**src/rtl/mul_arb_ctrl.sv**
```systemverilog
// Shared 8x8 signed/unsigned multiplier: arbiter + 3-stage pipe (capture, Booth rows + wallace_tree, CPA), 3-cycle latency.
// All stages stall together while rsp_valid_o && !rsp_ready_i; MUL_ARB_RR_EN selects round-robin over fixed priority.

module wallace_tree #(
    parameter int DW = 16,
    parameter int PP = 5
) (
    input  logic [PP*DW-1:0] pp_i,
    output logic [DW-1:0]    sum_o,
    output logic [DW-1:0]    carry_o
);
    logic [DW-1:0] s, c, x, cy;

    // Chain of 3:2 compressors; carries are pre-shifted so the final add is sum_o + carry_o.
    always_comb begin
        s  = pp_i[DW-1:0];
        c  = pp_i[2*DW-1:DW];
        x  = '0;
        cy = '0;
        for (int i = 2; i < PP; i++) begin
            x  = pp_i[i*DW +: DW];
            cy = (s & c) | (s & x) | (c & x);
            s  = s ^ c ^ x;
            c  = {cy[DW-2:0], 1'b0};
        end
        sum_o   = s;
        carry_o = c;
    end
endmodule

module mul_arb_ctrl #(
    parameter int DW   = 8,
    parameter int NREQ = 2,
    parameter int IDW  = (NREQ > 1) ? $clog2(NREQ) : 1
) (
    input  logic                 clk_i,
    input  logic                 rst_i,
    input  logic [NREQ-1:0]      req_valid_i,
    output logic [NREQ-1:0]      req_ready_o,
    input  logic [NREQ*DW-1:0]   req_a_i,
    input  logic [NREQ*DW-1:0]   req_b_i,
    input  logic [NREQ-1:0]      req_signed_i,
    output logic                 rsp_valid_o,
    input  logic                 rsp_ready_i,
    output logic [IDW-1:0]       rsp_id_o,
    output logic [2*DW-1:0]      rsp_prod_o
);
    localparam int PW  = 2 * DW;
    localparam int NPP = 5;

    logic            adv;
    logic            gnt_any;
    logic [NREQ-1:0] gnt;
    logic [IDW-1:0]  gnt_id;
    logic [DW-1:0]   sel_a, sel_b;
    logic            sel_sgn;
    int              base;
    int              idx;

    assign adv = !rsp_valid_o || rsp_ready_i;

`ifdef MUL_ARB_RR_EN
    logic [IDW-1:0] ptr;

    always_ff @(posedge clk_i or posedge rst_i) begin
        if (rst_i) begin
            ptr <= IDW'(NREQ - 1);
        end else if (gnt_any) begin
            ptr <= gnt_id;
        end
    end

    assign base = int'(ptr) + 1;
`else
    assign base = 0;
`endif

    always_comb begin
        gnt     = '0;
        gnt_any = 1'b0;
        gnt_id  = '0;
        sel_a   = '0;
        sel_b   = '0;
        sel_sgn = 1'b0;
        idx     = 0;
        if (adv && !rst_i) begin
            for (int k = 0; k < NREQ; k++) begin
                idx = (base + k) % NREQ;
                if (!gnt_any && req_valid_i[idx]) begin
                    gnt_any  = 1'b1;
                    gnt[idx] = 1'b1;
                    gnt_id   = IDW'(idx);
                    sel_a    = req_a_i[idx*DW +: DW];
                    sel_b    = req_b_i[idx*DW +: DW];
                    sel_sgn  = req_signed_i[idx];
                end
            end
        end
    end

    assign req_ready_o = gnt;

    logic           a_vld, a_sgn;
    logic [DW-1:0]  a_opa, a_opb;
    logic [IDW-1:0] a_id;

    always_ff @(posedge clk_i or posedge rst_i) begin
        if (rst_i) begin
            a_vld <= 1'b0;
            a_sgn <= 1'b0;
            a_opa <= '0;
            a_opb <= '0;
            a_id  <= '0;
        end else if (adv) begin
            a_vld <= gnt_any;
            if (gnt_any) begin
                a_sgn <= sel_sgn;
                a_opa <= sel_a;
                a_opb <= sel_b;
                a_id  <= gnt_id;
            end
        end
    end

    // Radix-4 Booth: b extended to 10 bits (sign or zero) gives exactly 5 digits in {-2..2}.
    logic [PW-1:0]     a_ext, mag, row;
    logic [DW+2:0]     b_ext;
    logic [2:0]        trip;
    logic              b_hi;
    logic [NPP*PW-1:0] pp;

    always_comb begin
        b_hi  = a_sgn & a_opb[DW-1];
        a_ext = a_sgn ? {{DW{a_opa[DW-1]}}, a_opa} : {{DW{1'b0}}, a_opa};
        b_ext = {b_hi, b_hi, a_opb, 1'b0};
        pp    = '0;
        trip  = '0;
        mag   = '0;
        row   = '0;
        for (int i = 0; i < NPP; i++) begin
            trip = b_ext[2*i +: 3];
            case (trip)
                3'b001, 3'b010, 3'b101, 3'b110: mag = a_ext;
                3'b011, 3'b100:                 mag = a_ext << 1;
                default:                        mag = '0;
            endcase
            row = trip[2] ? (~mag + PW'(1)) : mag;
            pp[i*PW +: PW] = row << (2 * i);
        end
    end

    logic [PW-1:0] tree_sum, tree_carry;

    wallace_tree #(.DW(PW), .PP(NPP)) u_tree (
        .pp_i    (pp),
        .sum_o   (tree_sum),
        .carry_o (tree_carry)
    );

    logic           b_vld;
    logic [PW-1:0]  b_sum, b_carry;
    logic [IDW-1:0] b_id;

    always_ff @(posedge clk_i or posedge rst_i) begin
        if (rst_i) begin
            b_vld   <= 1'b0;
            b_sum   <= '0;
            b_carry <= '0;
            b_id    <= '0;
        end else if (adv) begin
            b_vld   <= a_vld;
            b_sum   <= tree_sum;
            b_carry <= tree_carry;
            b_id    <= a_id;
        end
    end

    always_ff @(posedge clk_i or posedge rst_i) begin
        if (rst_i) begin
            rsp_valid_o <= 1'b0;
            rsp_prod_o  <= '0;
            rsp_id_o    <= '0;
        end else if (adv) begin
            rsp_valid_o <= b_vld;
            rsp_prod_o  <= b_sum + b_carry;
            rsp_id_o    <= b_id;
        end
    end
endmodule
```
**config.mk**
```make
export PLATFORM = sky130hd
export DESIGN_NAME = mul_arb_ctrl
export DESIGN_NICKNAME = d
export VERILOG_FILES = /design/src/rtl/mul_arb_ctrl.sv
export SDC_FILE = /design/constraint.sdc
export NUM_CORES = 1
export LEC_CHECK = 0
export ABC_CLOCK_PERIOD_IN_PS = 4900
export BUFFER_PORTS_ARGS = -buffer_cell sky130_fd_sc_hd__buf_2
export CAP_MARGIN = 20
export CORE_ASPECT_RATIO = 0.9
export CORE_UTILIZATION = 39
export CTS_CLUSTER_SIZE = 8
export DETAILED_ROUTE_END_ITERATION = 10
export SLEW_MARGIN = 40
export SYNTH_ARGS = -nofsm -noshare
export SYNTH_HDL_FRONTEND = slang
export SYNTH_HIERARCHICAL = 1
export SYNTH_SLANG_ARGS = --single-unit
```
**constraint.sdc**
```tcl
create_clock -name clk_i -period 4.9 [get_ports clk_i]
set_input_delay 1.225 -clock clk_i [delete_from_list [all_inputs] [get_ports clk_i]]
set_output_delay 1.225 -clock clk_i [all_outputs]
set_load 0.05 [all_outputs]
```
==> results of run 1 <==
## per-stage QoR
stage          hold slack (ns)  worst slack [ns]  std cells  utilization [%]  cell area [um^2]
6_report                 0.473             0.406        959             45.2              7290
5_1_grt                  0.491             0.225        959             45.2              7290
4_1_cts                  0.477             0.453        959             45.2              7290
3_5_place_dp             0.462             0.464        943             43.2              6970
3_3_place_gp             0.449             0.650        943             43.2              6970
2_1_floorplan            0.433             0.840        710                -              6500
## critical path: stages, from the launching register on
cell	delay, ns
dfrtp_1	0.61
inv_1	0.23
ha_1	0.29
mux2_2	0.39
a22oi_1	0.28
ha_1	0.30
o211ai_1	0.13
o21ai_0	0.23
xor2_1	0.22
fa_1	0.47
fa_1	0.56
fa_1	0.42
mux2_2	0.26
## worst paths after layout
check / startpoint / to / slack (ns) / depth (start not counted)
worst max register to register: a_opb[1]$_DFFE_PP0P_ / b_sum[8]$_DFFE_PP0N_ / 0.41 / 12
min in group asynchronous: rst_i / a_vld$_DFFE_PP0N_ / 0.95 / 2
worst min-delay path: rsp_prod_o[4]$_DFFE_PP0N_ / rsp_prod_o[4]$_DFFE_PP0N_ / 0.47 / 1
worst min register to register: rsp_prod_o[4]$_DFFE_PP0N_ / rsp_prod_o[4]$_DFFE_PP0N_ / 0.47 / 1
max in group asynchronous: rst_i / b_sum[2]$_DFFE_PP0N_ / 3.16 / 3
worst max-delay path: a_opb[1]$_DFFE_PP0P_ / b_sum[8]$_DFFE_PP0N_ / 0.41 / 12
## cells in the mapped netlist, drive strengths merged (3+ instances only)
cell / instances
fa: 44
a221oi: 8
nor3: 7
a21oi: 48
o21a: 6
a211oi: 4
o31ai: 7
nor2b: 9
inv: 31
nor2: 26
mux2i: 5
nand2b: 3
o221ai: 4
o211ai: 8
a21o: 10
a31oi: 3
xor2: 15
o22ai: 6
nand3: 7
a22o: 4
buf: 24
dfrtp: 71
nand2: 86
clkbuf: 27
a22oi: 28
mux2: 42
o21ai: 65
or2: 4
o21bai: 4
xnor2: 15
and2: 10
ha: 28
a21boi: 6
## cells by family (layout without fill, tap and decap cells)
group                      count (synthesis)  count (layout)
AOI/OAI and AO/OA                        222             222
and+or+nand+nor                          162             162
buffers and inverters                     83             125
adders and majority gates                 72              72
DFF                                       71              71
other                                      2              21
xor gates and xnor gates                  32              32
muxes                                     47              47
## metal layers
| layer | vias up | GRT usage (%) | part of all wire [%] |
|---|---|---|---|
| li1 | 2540 | - | - |
| met1 | 2644 | 30.9 | 47 |
| met2 | 143 | 34.5 | 47 |
| met3 | 20 | 4.48 | 4.7 |
| met4 | 0 | 6.18 | 1.5 |
| met5 | - | 0 | 0 |
## final cells by class
cell class / count / area share, %
Clock buffer: 10 / 3.14
Clock inverter: 6 / 1.27
Inverter: 32 / 1.68
Multi-Input combinational cell: 556 / 60.1
Sequential cell: 71 / 24.4
Tap cell: 207 / 3.55
Timing Repair Buffer: 77 / 5.94
## sequential cells by signal, indices dropped and copies added (netlist names)
signal,count
a_id,1
a_opa,8
a_opb,8
a_sgn,1
a_vld,1
b_carry,16
b_id,1
b_sum,16
b_vld,1
rsp_id_o,1
rsp_prod_o,16
rsp_valid_o,1
## cells in the final DEF, fill, tap and decap left out, drive strengths merged, types with 3 or more instances in the layout
cell,count
or2,4
a21o,10
ha,28
o21bai,4
xor2,15
nor2,26
nor2b,9
a221oi,8
a31oi,3
a22o,4
a22oi,28
o21ai,65
o211ai,8
nor3,7
o31ai,7
o22ai,6
o221ai,4
nand3,7
and2,10
a21boi,6
buf,77
xnor2,15
dfrtp,71
inv,32
a21oi,48
o21a,6
nand2,86
clkbuf,10
mux2i,5
mux2,42
fa,44
nand2b,3
conb,21
a211oi,4
==> results.toml, run 1 <==
[drt]
antenna_left = 0
drt_pass1_iterations = 5
initialDrtViolationCount = 444
viasPerCell = 5.58
num_vias = 5347
drc_errors = 0
drt_wl_total_mm = 17.5
wl_per_cell_um = 18.2

[grt]
grt_pass1_wl_mm = 27.8
grt_max_degree = 67
grt_pass1_vias = 5088
antenna_found_initial = 0
grt-ovfl-total = 0
grtUsageTotal_pct = 22.1

[layout]
area_growth_pct = 13.5
multi_input_area_mm2 = 0.00438
drive_above_1_share_pct = 20.6
fillers = 1578
regArea_mm2 = 0.00178
layout.nets = 858
n_antenna_cell = 0

[cts]
root_buffer = "clkbuf_16"
max-clock-path-buffers = 2
numCtsBuffers = 9
cts_sinks = 71
clock_latency_ns = 0.35
htreeDepth = 3
ctsHoldBuffers = 0
postCtsSetupRepairBufs = 0
cts.repair.resized = 0
cts_tree = "done"
clkTransAtPathRegs_ns = 0.06

[sta]
fmax_ghz = 0.223
rsz0062_at_grt = "false"
worst_clock_skew_ns = 0.00459
finalHoldViolCount = 0
slew_viol_final = 0
post-route-min-period_ns = 4.49
period_share_pct = 91.7
final.setup.tns_ns = 0
relSlewSlack_pct = 52.0
setup_viol = 0
worst_pin_slew_ns = 0.720

[logic_synthesis]
ys_seq_elements = 71
yosys_warnings = 6
synth_area_mm2 = 0.00643
synth-simple-area-share_pct = 11.9
synthMuxAreaShare_pct = 8.14
synthArstFlopShare_pct = 100
synth_top_family_by_area = "compound AO/OA/AOI/OAI gates"
syn_inst = 691
synth_xor_area_share_pct = 4.79
synth_top_cells_by_area = "dfrtp_1 28%, fa_1 14%, mux2_2 7.2%"
synth-edff-count = 0
ys.flop_type = "dfrtp_1"
synth.avg_cell_area_um2 = 9.30
yosysSeqAreaShare_pct = 27.6
synth_largest_area_cell = "dfrtp_1"
synth_compound_area_share_pct = 22.8
synthDistinctLibCells = 73
synth_top_area_share_pct = 27.6
synth_fa_ha_area_share_pct = 19.2

[flow_run]
cap_violations = 0

[setup_path]
cp-start-kind = "register"
worst-endpoint-required_ns = 5.14
critPathCaptureType = "register"
crit_arrival_ns = 4.73
cp_max_fo = 15
worstSetupPathType = "register to register"

[placement]
gp_congestion = 0.926
port_buffers = 58
hpwl_mm = 13.4

[worst_hold_path]
hp-class = "register to register"

[floorplan]
die_width_um = 137
die_y_um = 124
core_mm2 = 0.0161
die_area_mm2 = 0.0170
start_util_pct = 39.8
rows = 44
pin_count = 59

[outcome]
status = "finished, final reports clean"
Power of run 1 is left out: the tool's default activity adds up to more than one toggle a clock period on the data nets, which glitch-free logic cannot reach.
==> run 2, diff against run 1 <==
Settings changed: CORE_MARGIN set to 2.
==> run 2 against run 1 <==
Sequential share of layout area down 0.11 points. Via count up 0.26%. Largest cell class unchanged. Die area grew 3.1%. Global-route usage decreased by 1.3 points. Maximum frequency is 1.0% higher. Design area grew 0.45%. Utilization increased by 0.20 points. Cell count unchanged. Count of clock-buffer cells in the layout unchanged. Register-to-register slack better by 0.05 ns. Non-clock buffer count unchanged.
==> results.toml, run 2 (synthesis gave the netlist of run 1 again) <==
[setup_path]
worstSetupPathType = "register to register"
crit_family = "adder cells"
crit_arrival_ns = 4.69
path_buf_inv = 1
worst-endpoint-required_ns = 5.14
critPathCaptureType = "register"
cp-start-kind = "register"
crit_chain = "inv_1, ha_1, mux2_2, a22oi_1, ha_1, o211ai_1, o21ai_0, xor2_1, fa_1, fa_1, fa_1, mux2_2"
critical_path.most_common_cell = "fa_1"
crit_path_top_delay_cell = "dfrtp_1"
cp_max_fo = 15
max_stage_delay_ns = 0.62

[cts]
cts_tree = "done"
max-clock-path-buffers = 2
clock_latency_ns = 0.35
htreeDepth = 3
numCtsBuffers = 9
ctsHoldBuffers = 0
cts.repair.resized = 0
clkTransAtPathRegs_ns = 0.06
postCtsSetupRepairBufs = 0
cts_sinks = 71
root_buffer = "clkbuf_16"

[grt]
top_usage_layer = "met2"
grt_pass1_vias = 5333
grt-ovfl-total = 0
gr-usage-met2_pct = 31.7
grtUsageTotal_pct = 20.8
grt_max_degree = 67
antenna_found_initial = 0
grt_util_met1_pct = 28.8
grtUsageMet3_pct = 6.01
grt_pass1_wl_mm = 28.6

[layout]
final_cell_mix = "86 x nand2_1, 71 x dfrtp_1, 58 x buf_2"
layout.nets = 858
layout_commonest_cell = "nand2_1"
n_antenna_cell = 0
drive_above_1_share_pct = 20.7
final_design_area_no_fill_mm2 = 0.00733
area_growth_pct = 14.0
reg_top3 = "b_carry: 16 flops, b_sum: 16 flops, rsp_prod_o: 16 flops"

[drt]
antenna_left = 0
num_vias = 5361
wl_per_cell_um = 18.7
viasPerCell = 5.59
drt_pass1_iterations = 5
initialDrtViolationCount = 552
drt_wl_total_mm = 17.9
drc_errors = 0

[sta]
setup_viol = 0
final.setup.tns_ns = 0
finalHoldViolCount = 0
post-route-min-period_ns = 4.45
worst_clock_skew_ns = 0.00642
fmax_ghz = 0.225
rsz0062_at_grt = "false"
worst_pin_slew_ns = 0.741
relSlewSlack_pct = 50.6
period_share_pct = 90.8
slew_viol_final = 0
postLayoutSetupSlackWorst_ns = 0.451

[pwr]
p_leak_nw = 3.23
total_power_mw = 6.67
peakVddDrop_uv = 428
power.density_mw_per_mm2 = 911

[outcome]
status = "finished, final reports clean"

[worst_hold_path]
hp-class = "register to register"

[floorplan]
die_area_mm2 = 0.0175
rows = 44
pin_count = 59
start_util_pct = 39.8
die_width_um = 139
die_y_um = 126
core_mm2 = 0.0161

[placement]
gp_congestion = 0.914
pre_cts_ws_ns = 0.486
postPlaceCellArea_mm2 = 0.00697
hpwl_mm = 13.6
port_buffers = 58

[flow_run]
cap_violations = 0
[run 2: cell types whose count changed in the layout (fill, tap and decap cells not counted), sizes merged]
cell      delta
bufinv       +1
clkinvlp     -1
[run 2: path summary, 6_finish.rpt]
check,to,cells past startpoint,slack [ns],from
max,b_sum[8]$_DFFE_PP0N_,12,0.45,a_opb[1]$_DFFE_PP0P_
min,rsp_prod_o[12]$_DFFE_PP0N_,2,0.47,rsp_prod_o[12]$_DFFE_PP0N_
max reg2reg,b_sum[8]$_DFFE_PP0N_,12,0.45,a_opb[1]$_DFFE_PP0P_
min reg2reg,rsp_prod_o[12]$_DFFE_PP0N_,2,0.47,rsp_prod_o[12]$_DFFE_PP0N_
max in group asynchronous,b_carry[3]$_DFFE_PP0N_,3,3.16,rst_i
min in group asynchronous,b_vld$_DFFE_PP0N_,2,0.96,rst_i
[run 2: layout make-up]
cell class | instances | area [um^2]
Tap cell | 207 | 259
Clock buffer | 10 | 239
Clock inverter | 6 | 115
Multi-Input combinational cell | 556 | 4380
Sequential cell | 71 | 1780
Inverter | 32 | 123
Timing Repair Buffer | 77 | 433
Fill cell | 1586 | 8800
[run 2: worst reg2reg max path, cell delays in order, from the launching register on]
cell and delay (ns):
dfrtp_1 0.62, inv_1 0.24, ha_1 0.32, mux2_2 0.40, a22oi_1 0.25, ha_1 0.28
o211ai_1 0.12, o21ai_0 0.23, xor2_1 0.21, fa_1 0.47, fa_1 0.54, fa_1 0.41
mux2_2 0.26
[run 2: report_power, final]
| group | internal, mW | switching [mW] |
|---|---|---|
| registers | 0.898 | 0.203 |
| clock network | 0.514 | 0.276 |
| logic | 2.17 | 2.61 |
| total | 3.58 | 3.09 |
[run 2: metal layers]
metal | up-vias | wire length [um]
met3 | 25 | 1130
met1 | 2642 | 8210
met2 | 160 | 8180
li1 | 2534 | -
met4 | 0 | 363
met5 | - | 0
[run 2: through the flow]
stage / std cells / utilization, % / hold slack [ns]
detailed placement: 943 / 43.2 / 0.465
floorplan: 710 / - / 0.433
global placement: 943 / 43.2 / 0.455
finish: 959 / 45.4 / 0.470
global route: 959 / 45.4 / 0.518
CTS: 959 / 45.4 / 0.478
No activity file was read; power rests on OpenSTA's default activity.
==> run 3, diff against run 2 <==
Settings changed: CORE_UTILIZATION 39 to 61, PLACE_DENSITY set to 0.82.
==> run 3 against run 2 <==
Design area fell by 1.5%. Highest routed layer unchanged. Non-clock buffer count rose by 3. Cell count fell by 7.8%. Clock skew rose by 0.00086 ns.
==> results.toml, run 3 (synthesis gave the netlist of run 1 again) <==
[outcome]
status = "finished, final reports clean"

[placement]
pre_cts_ws_ns = 0.529
hpwl_mm = 13.3
port_buffers = 58
postPlaceCellArea_mm2 = 0.00690
gp_congestion = 1.06

[floorplan]
core_mm2 = 0.0102
pin_count = 59
die_y_um = 101
die_area_mm2 = 0.0114
die_width_um = 112
start_util_pct = 62.7
rows = 35

[cts]
postCtsSetupRepairBufs = 0
max-clock-path-buffers = 2
root_buffer = "clkbuf_16"
ctsHoldBuffers = 0
clkTransAtPathRegs_ns = 0.07
htreeDepth = 3
cts_sinks = 71
clock_latency_ns = 0.34
numCtsBuffers = 9
cts.repair.resized = 0
cts_tree = "done"

[layout]
final_design_area_no_fill_mm2 = 0.00722
layout.nets = 861
fillers = 804
area_growth_pct = 12.3
fin_util_pct = 70.4
reg_top3 = "b_carry: 16 flops, b_sum: 16 flops, rsp_prod_o: 16 flops"
n_antenna_cell = 0
drive_above_1_share_pct = 20.9
layout_commonest_cell = "nand2_1"
final_cell_mix = "86 x nand2_1, 71 x dfrtp_1, 58 x buf_2"

[setup_path]
crit_arrival_ns = 4.67
critical_path.most_common_cell = "fa_1"
path_buf_inv = 1
cp_max_fo = 15
max_stage_delay_ns = 0.60
crit_family = "adder cells"
worstSetupPathType = "register to register"
cp-start-kind = "register"
critPathCaptureType = "register"
crit_path_top_delay_cell = "dfrtp_1"
worst-endpoint-required_ns = 5.13
crit_chain = "inv_1, ha_1, mux2_2, a22oi_1, ha_1, o211ai_1, o21ai_0, xor2_1, fa_1, fa_1, fa_1, mux2_2"

[grt]
grtUsageTotal_pct = 32.4
grt-ovfl-total = 0
grt_max_degree = 67
antenna_found_initial = 0
grt_pass1_wl_mm = 28.4
grt_pass1_vias = 5337

[sta]
fmax_ghz = 0.225
rsz0062_at_grt = "false"
period_share_pct = 90.6
setup_viol = 0
finalHoldViolCount = 0
post-route-min-period_ns = 4.44
worst_clock_skew_ns = 0.00729
relSlewSlack_pct = 51.3
worst_pin_slew_ns = 0.730
slew_viol_final = 0
postLayoutSetupSlackWorst_ns = 0.458
final.setup.tns_ns = 0

[drt]
initialDrtViolationCount = 418
drc_errors = 0
viasPerCell = 6.25
drt_pass1_iterations = 6
wl_per_cell_um = 20.0
drt_wl_total_mm = 17.6
num_vias = 5524
antenna_left = 0

[worst_hold_path]
hp-class = "register to register"

[flow_run]
cap_violations = 0
## run 3: cell types whose count changed in the layout (fill, tap and decap cells not counted)
cell,before,now
bufinv_16,3,2
buf_4,19,22
clkbuf_8,1,0
clkinvlp_4,1,2
clkbuf_1,0,1
## run 3: metrics by stage
step           std cells  hold WS (ns)
6_report             884         0.472
5_1_grt              884         0.485
3_5_place_dp         868         0.461
3_3_place_gp         868         0.446
2_1_floorplan        710         0.433
4_1_cts              884         0.475
## run 3: final cells by class
cell class / count / area (um^2) / share of cell area [%]
multi-input combinational: 556 / 4380 / 60.7
inverter: 32 / 123 / 1.70
clock inverter: 6 / 92.6 / 1.28
tap: 129 / 161 / 2.24
clock buffer: 10 / 229 / 3.17
sequential: 71 / 1780 / 24.6
timing repair buffer: 80 / 455 / 6.31
## run 3: worst register-to-register path: cells and delay by family (launching register included)
family | cells | cell delay, ns
AOI/OAI and AO/OA | 3 | 0.59
DFF | 1 | 0.60
buffers and inverters | 1 | 0.24
muxes | 2 | 0.68
adders and majority gates | 5 | 1.99
xor gates and xnor gates | 1 | 0.23
## run 3: routing by layer
layer	part of all wire (%)	global-route usage [%]	vias up	wire length, um
met5	0	0	-	0
met1	43	46.2	2730	7530
met3	8.1	5.39	28	1430
li1	-	-	2543	-
met4	2.0	8.26	0	351
met2	47	52.3	223	8340
## run 3: path summary, 6_finish.rpt
path	start	cells past startpoint	slack [ns]	endpoint
max	a_opb[1]$_DFFE_PP0P_	12	0.46	b_sum[8]$_DFFE_PP0N_
min	rsp_prod_o[1]$_DFFE_PP0N_	2	0.47	rsp_prod_o[1]$_DFFE_PP0N_
max reg2reg	a_opb[1]$_DFFE_PP0P_	12	0.46	b_sum[8]$_DFFE_PP0N_
min reg2reg	rsp_prod_o[1]$_DFFE_PP0N_	2	0.47	rsp_prod_o[1]$_DFFE_PP0N_
max in group asynchronous	rst_i	3	3.14	b_sum[10]$_DFFE_PP0N_
min in group asynchronous	rst_i	2	0.98	a_id$_DFFE_PP0P_
Power of run 3 is left out for the same reason.
